`src/rtl/mac_scheduler.sv`:
```
// Shares one 18x25 signed MAC with a 48-bit accumulator between the HB1, HB2 and
// output FIR stages: arbitrates requests, walks tap addresses, returns tagged sums.
module mac_scheduler #(
    parameter int NTAP0 = 10,
    parameter int NTAP1 = 26,
    parameter int NTAP2 = 34,
    parameter int AW    = 6
) (
    input  logic                 MACCLK,
    input  logic                 RST,
    input  logic [2:0]           req,
    output logic [1:0]           tap_sel,
    output logic [AW-1:0]        tap_addr,
    output logic                 tap_vld,
    input  logic signed [17:0]   a_in,
    input  logic signed [24:0]   b_in,
    output logic signed [47:0]   acc_out,
    output logic                 res_vld,
    output logic [1:0]           res_sel,
    output logic                 busy,
    output logic [2:0]           overrun
);

    localparam logic [1:0] S_IDLE  = 2'd0;
    localparam logic [1:0] S_ISSUE = 2'd1;
    localparam logic [1:0] S_DRAIN = 2'd2;
    localparam logic [1:0] S_DONE  = 2'd3;

    localparam logic [AW-1:0] ADDR_ZERO = {AW{1'b0}};
    localparam logic [AW-1:0] ADDR_ONE  = {{(AW-1){1'b0}}, 1'b1};
    localparam logic [AW-1:0] LAST0     = AW'(NTAP0 - 1);
    localparam logic [AW-1:0] LAST1     = AW'(NTAP1 - 1);
    localparam logic [AW-1:0] LAST2     = AW'(NTAP2 - 1);

    logic [1:0]          state_q,    state_d;
    logic [2:0]          pending_q,  pending_d;
    logic [2:0]          overrun_q,  overrun_d;
    logic [1:0]          tap_sel_q,  tap_sel_d;
    logic [AW-1:0]       tap_addr_q, tap_addr_d;
    logic                tap_vld_q,  tap_vld_d;
    logic [1:0]          drain_q,    drain_d;
    logic                s1_vld_q,   s1_vld_d;
    logic                s1_first_q, s1_first_d;
    logic                op_vld_q,   op_vld_d;
    logic                op_first_q, op_first_d;
    logic signed [17:0]  a_q,        a_d;
    logic signed [24:0]  b_q,        b_d;
    logic                prod_vld_q,   prod_vld_d;
    logic                prod_first_q, prod_first_d;
    logic signed [42:0]  prod_q,     prod_d;
    logic signed [47:0]  acc_q,      acc_d;
    logic signed [47:0]  acc_out_q,  acc_out_d;
    logic                res_vld_q,  res_vld_d;
    logic [1:0]          res_sel_q,  res_sel_d;
    logic                busy_q,     busy_d;

    logic [2:0]          grant_s;
    logic [1:0]          grant_sel_s;
    logic [AW-1:0]       last_addr_s;
    logic signed [47:0]  prod_ext_s;

    // Fixed-priority arbitration, only evaluated while idle (jobs are non-preemptive).
    always_comb begin
        grant_s     = 3'b000;
        grant_sel_s = 2'd0;
        if (state_q == S_IDLE) begin
            if (pending_q[0]) begin
                grant_s     = 3'b001;
                grant_sel_s = 2'd0;
            end else if (pending_q[1]) begin
                grant_s     = 3'b010;
                grant_sel_s = 2'd1;
            end else if (pending_q[2]) begin
                grant_s     = 3'b100;
                grant_sel_s = 2'd2;
            end else begin
                grant_s     = 3'b000;
                grant_sel_s = 2'd0;
            end
        end else begin
            grant_s     = 3'b000;
            grant_sel_s = 2'd0;
        end
    end

    // Pending and sticky overrun flags; a new request wins over a same-cycle grant.
    always_comb begin
        pending_d = (pending_q & ~grant_s) | req;
        overrun_d = overrun_q | (req & pending_q & ~grant_s);
    end

    // Last tap index of the stage being served.
    always_comb begin
        case (tap_sel_q)
            2'd0:    last_addr_s = LAST0;
            2'd1:    last_addr_s = LAST1;
            2'd2:    last_addr_s = LAST2;
            default: last_addr_s = LAST0;
        endcase
    end

    // MAC pipeline: operand capture, product register, accumulate (first tap loads).
    always_comb begin
        s1_vld_d     = tap_vld_q;
        s1_first_d   = tap_vld_q && (tap_addr_q == ADDR_ZERO);
        op_vld_d     = s1_vld_q;
        op_first_d   = s1_first_q;
        a_d          = a_q;
        b_d          = b_q;
        prod_vld_d   = op_vld_q;
        prod_first_d = op_first_q;
        prod_d       = prod_q;
        acc_d        = acc_q;
        prod_ext_s   = {{5{prod_q[42]}}, prod_q};
        if (s1_vld_q) begin
            a_d = a_in;
            b_d = b_in;
        end else begin
            a_d = a_q;
            b_d = b_q;
        end
        if (op_vld_q) begin
            prod_d = 43'(a_q) * 43'(b_q);
        end else begin
            prod_d = prod_q;
        end
        if (prod_vld_q) begin
            if (prod_first_q) begin
                acc_d = prod_ext_s;
            end else begin
                acc_d = acc_q + prod_ext_s;
            end
        end else begin
            acc_d = acc_q;
        end
    end

    // Job sequencer: IDLE grant, tap issue, pipeline drain, result publish.
    always_comb begin
        state_d    = state_q;
        tap_sel_d  = tap_sel_q;
        tap_addr_d = tap_addr_q;
        tap_vld_d  = 1'b0;
        drain_d    = drain_q;
        res_vld_d  = 1'b0;
        res_sel_d  = res_sel_q;
        acc_out_d  = acc_out_q;
        case (state_q)
            S_IDLE: begin
                if (|grant_s) begin
                    state_d    = S_ISSUE;
                    tap_sel_d  = grant_sel_s;
                    tap_addr_d = ADDR_ZERO;
                    tap_vld_d  = 1'b1;
                end else begin
                    state_d = S_IDLE;
                end
            end
            S_ISSUE: begin
                if (tap_addr_q == last_addr_s) begin
                    state_d   = S_DRAIN;
                    drain_d   = 2'd0;
                    tap_vld_d = 1'b0;
                end else begin
                    tap_addr_d = tap_addr_q + ADDR_ONE;
                    tap_vld_d  = 1'b1;
                end
            end
            S_DRAIN: begin
                // acc_d already carries the last tap's contribution on this edge.
                if (drain_q == 2'd2) begin
                    state_d   = S_DONE;
                    res_vld_d = 1'b1;
                    res_sel_d = tap_sel_q;
                    acc_out_d = acc_d;
                end else begin
                    drain_d = drain_q + 2'd1;
                end
            end
            S_DONE: begin
                state_d = S_IDLE;
            end
            default: begin
                state_d = S_IDLE;
            end
        endcase
        busy_d = (state_d != S_IDLE);
    end

    // State, pipeline and output registers.
    always_ff @(posedge MACCLK or posedge RST) begin
        if (RST) begin
            state_q      <= S_IDLE;
            pending_q    <= 3'b000;
            overrun_q    <= 3'b000;
            tap_sel_q    <= 2'd0;
            tap_addr_q   <= ADDR_ZERO;
            tap_vld_q    <= 1'b0;
            drain_q      <= 2'd0;
            s1_vld_q     <= 1'b0;
            s1_first_q   <= 1'b0;
            op_vld_q     <= 1'b0;
            op_first_q   <= 1'b0;
            a_q          <= 18'sd0;
            b_q          <= 25'sd0;
            prod_vld_q   <= 1'b0;
            prod_first_q <= 1'b0;
            prod_q       <= 43'sd0;
            acc_q        <= 48'sd0;
            acc_out_q    <= 48'sd0;
            res_vld_q    <= 1'b0;
            res_sel_q    <= 2'd0;
            busy_q       <= 1'b0;
        end else begin
            state_q      <= state_d;
            pending_q    <= pending_d;
            overrun_q    <= overrun_d;
            tap_sel_q    <= tap_sel_d;
            tap_addr_q   <= tap_addr_d;
            tap_vld_q    <= tap_vld_d;
            drain_q      <= drain_d;
            s1_vld_q     <= s1_vld_d;
            s1_first_q   <= s1_first_d;
            op_vld_q     <= op_vld_d;
            op_first_q   <= op_first_d;
            a_q          <= a_d;
            b_q          <= b_d;
            prod_vld_q   <= prod_vld_d;
            prod_first_q <= prod_first_d;
            prod_q       <= prod_d;
            acc_q        <= acc_d;
            acc_out_q    <= acc_out_d;
            res_vld_q    <= res_vld_d;
            res_sel_q    <= res_sel_d;
            busy_q       <= busy_d;
        end
    end

    assign tap_sel  = tap_sel_q;
    assign tap_addr = tap_addr_q;
    assign tap_vld  = tap_vld_q;
    assign acc_out  = acc_out_q;
    assign res_vld  = res_vld_q;
    assign res_sel  = res_sel_q;
    assign busy     = busy_q;
    assign overrun  = overrun_q;

endmodule

```
`config.mk`:
```
export PLATFORM = sky130hd
export DESIGN_NAME = mac_scheduler
export DESIGN_NICKNAME = d
export VERILOG_FILES = /design/src/rtl/mac_scheduler.sv
export SDC_FILE = /design/constraint.sdc
export NUM_CORES = 2
export LEC_CHECK = 0
export CAP_MARGIN = 20
export CORE_MARGIN = 2
export CORE_UTILIZATION = 35
export CTS_CLUSTER_DIAMETER = 120
export CTS_CLUSTER_SIZE = 10
export DETAILED_ROUTE_END_ITERATION = 8
export HOLD_SLACK_MARGIN = 0.05
export PLACE_DENSITY = 0.51
export SETUP_SLACK_MARGIN = 0.1
export SYNTH_ARGS = -nofsm -noshare
export SYNTH_HDL_FRONTEND = slang
export SYNTH_SLANG_ARGS = --single-unit
```
`constraint.sdc`:
```
create_clock -name MACCLK -period 12.87 [get_ports MACCLK]
set_input_delay 1.287 -clock MACCLK [delete_from_list [all_inputs] [get_ports MACCLK]]
set_output_delay 1.287 -clock MACCLK [all_outputs]
set_load 0.02 [all_outputs]
```
==> flow_summary.yaml <==
status:
  outcome: "completed"
global_routing:
  antenna_found_initial: 1
  first_global_vias: 22400
  grt_max_degree: 79
  grtUsageMet1_pct: 23.3
  grt_util_met3_pct: 2.05
  met2_usage_pct: 33.6
  track_usage_pct: 18.4
  grt.overflow.total: 0
  grt_most_used_layer: "met2"
  grt_pass1_wl_um: 120000
floorplan:
  fp.dieH_um: 285
  dieArea_um2: 81000
  core_area_um2: 77700
  die_x_um: 285
  rows: 102
  io_pins: 112
  start_util_pct: 35.5
sta:
  max_freq_ghz: 0.138
  final.setup.tns_ns: 0
  tightest_slew_ns: 1.11
  hold-worst-slack_ns: 0.347
  min_period_over_period_pct: 56.5
  setup_viol: 0
  hold_viol: 0
  fin_skew_ns: 0.0343
  slew_viol_final: 0
  relSlewSlack_pct: 26.2
  fin_crit_ns: 7.27
  rsz0062_at_grt: "false"
logic_synthesis:
  synth_edf_count: 0
  yosys-top-cells-area: "fa_1 32%, dfrtp_1 19%, inv_1 7.4%"
  ys.flop_type: "dfrtp_1"
  synth_top_area_share_pct: 32.1
  ys_seq_area_share_pct: 19.2
  syn_area_um2: 27600
  synth_seq_cells: 211
  syn_area_per_cell_um2: 9.25
  async_flop_share_pct: 100
  synth_cell_types: 90
  syn_inst: 2982
  synth_warnings: 0
  synth_top_cell_by_area: "fa_1"
  syn-num-nets: 3634
hold_path:
  holdPathStages: 0
  hold_path.class: "reg -> reg"
routing:
  wl_per_cell_um: 17.8
  routed_wl_um: 71500
  num_vias: 20100
  drc: 0
  ant_nets: 0
  drt_iter0_drc: 1025
  viasPerCell: 5.00
  first_pass_iters: 5
cells_and_area:
  syn_to_final_growth_pct: 9.59
  seqCellArea_um2: 5290
  multi_input_area_um2: 19600
  layout.cells.non_filler: 4023
  fillerInstances: 7820
  num-nets-final: 3626
  utilization_pct: 38.9
  drive_gt1_share_pct: 6.27
run:
  maxCapViolations: 0
clock_tree:
  cts-root-buf: "clkbuf_16"
  postCtsSetupBuffers: 0
  hold_buffers: 0
  insertion_delay_ns: 0.59
  clk_pin_slew_ns: 0.06
  cts_tree: "done"
  cts_inserted_buffers: 27
  cts.path.max_buffers: 3
  htreeDepth: 1
  cts_resized: 0
  numClockSinks: 211
setup_path:
  worstPathRequired_ns: 13.34
  worstSetupPathType: "reg -> reg"
  r2r_cells: 20
  crit_fanout: 26
  critPathArrivalTime_ns: 7.74
  start_kind: "register"
  endpoint_kind: "register"
placement:
  port_buffers: 111
  dp.cells: 3984
  gp_congestion: 0.847
  dpl.hpwl_um: 56900
==> critical path, cell delays in order, from the launching register on <==
cell and delay [ns]:
dfrtp_1 1.01, nand2_1 0.18, fa_1 0.58, fa_1 0.53, fa_1 0.53, inv_1 0.06, fa_1 0.53, fa_1 0.50
inv_1 0.05, fa_1 0.48, inv_1 0.06, ha_1 0.35, and2_4 0.20, nand3_2 0.09, a2111oi_0 0.69, a21o_1 0.29
a2111o_1 0.19, nand2_1 0.11, o211ai_2 0.29, o21ai_0 0.15, a211o_1 0.27
==> through the flow <==
stage,instance area (µm²),setup slack [ns]
floorplan,27600,5.82
global placement,29400,5.81
detailed placement,29400,5.64
CTS,30200,5.63
global route,30200,5.19
finish,30200,5.60
==> layout make-up <==
| class | count | share of cell area (%) |
|---|---|---|
| Timing Repair Buffer | 124 | 4.04 |
| Multi-Input combinational cell | 2065 | 64.8 |
| Sequential cell | 211 | 17.5 |
| Tap cell | 1040 | 4.31 |
| Clock inverter | 5 | 0.215 |
| Clock buffer | 31 | 2.29 |
| Inverter | 545 | 6.80 |
| Antenna cell | 2 | 0.0166 |
==> logic make-up after synthesis <==
group	after synthesis	share of synthesized area, %
buffers and inverters	706	9.80
adders and majority gates	604	39.4
AOI/OAI and AO/OA	402	10.0
xor gates and xnor gates	71	2.26
and+or+nand+nor	876	14.8
DFF	211	19.2
muxes	112	4.52
==> flip-flops by register name, summed over array words and instances (netlist names), 2 cells and up <==
name and cells:
a_q 18, acc_out 48, acc_q 48, b_q 25, drain_q 2, overrun 3
pending_q 3, prod_q 43, res_sel 2, state_q 2, tap_addr 6, tap_sel 2
==> Yosys cell counts, drive strengths merged, types with 33 or more instances <==
cell type  instances
a21o              33
a31oi             33
and2             165
xnor2             50
nor2             139
ha               162
o21ai             69
dfrtp            211
a21oi            112
fa               442
nand2            420
mux2             101
inv              545
clkbuf           138
==> cell usage in the layout, fill, tap and decap left out, types with 14 or more instances in the layout <==
cell type,Yosys,layout
a211oi_1,14,14
xor2_1,21,21
nor2_1,139,139
nand3_1,30,30
mux2_2,101,101
ha_1,162,162
clkbuf_16,1,27
fa_1,442,442
a21oi_1,110,110
and2_1,164,164
dfrtp_1,211,207
a21o_1,32,32
nand4_1,21,21
nor3_1,19,19
o21a_1,18,18
nand2b_1,14,14
a31oi_1,33,33
o21ai_0,61,61
xnor2_1,50,50
nand2_1,420,420
inv_1,545,543
o21bai_1,17,17
clkdlybuf4s50_1,0,111
nor2b_1,18,18
==> per-layer routing <==
layer  wire, µm  up-vias
li1           -     9327
met3       2580       79
met2      36900      372
met4       1790        0
met1      30200    10300
met5          0        -
==> final timing paths <==
| path | start | to | slack, ns |
|---|---|---|---|
| max | a_q[3] | prod_q[41] | 5.60 |
| min | op_first_q | prod_first_q | 0.35 |
| max reg2reg | a_q[3] | prod_q[41] | 5.60 |
| min reg2reg | op_first_q | prod_first_q | 0.35 |
| max in group asynchronous | RST | prod_vld_q | 10.24 |
| min in group asynchronous | RST | acc_out[29] | 1.18 |
Power is left out: the tool's default activity adds up to more than one toggle a clock period on the data nets, which glitch-free logic cannot reach.
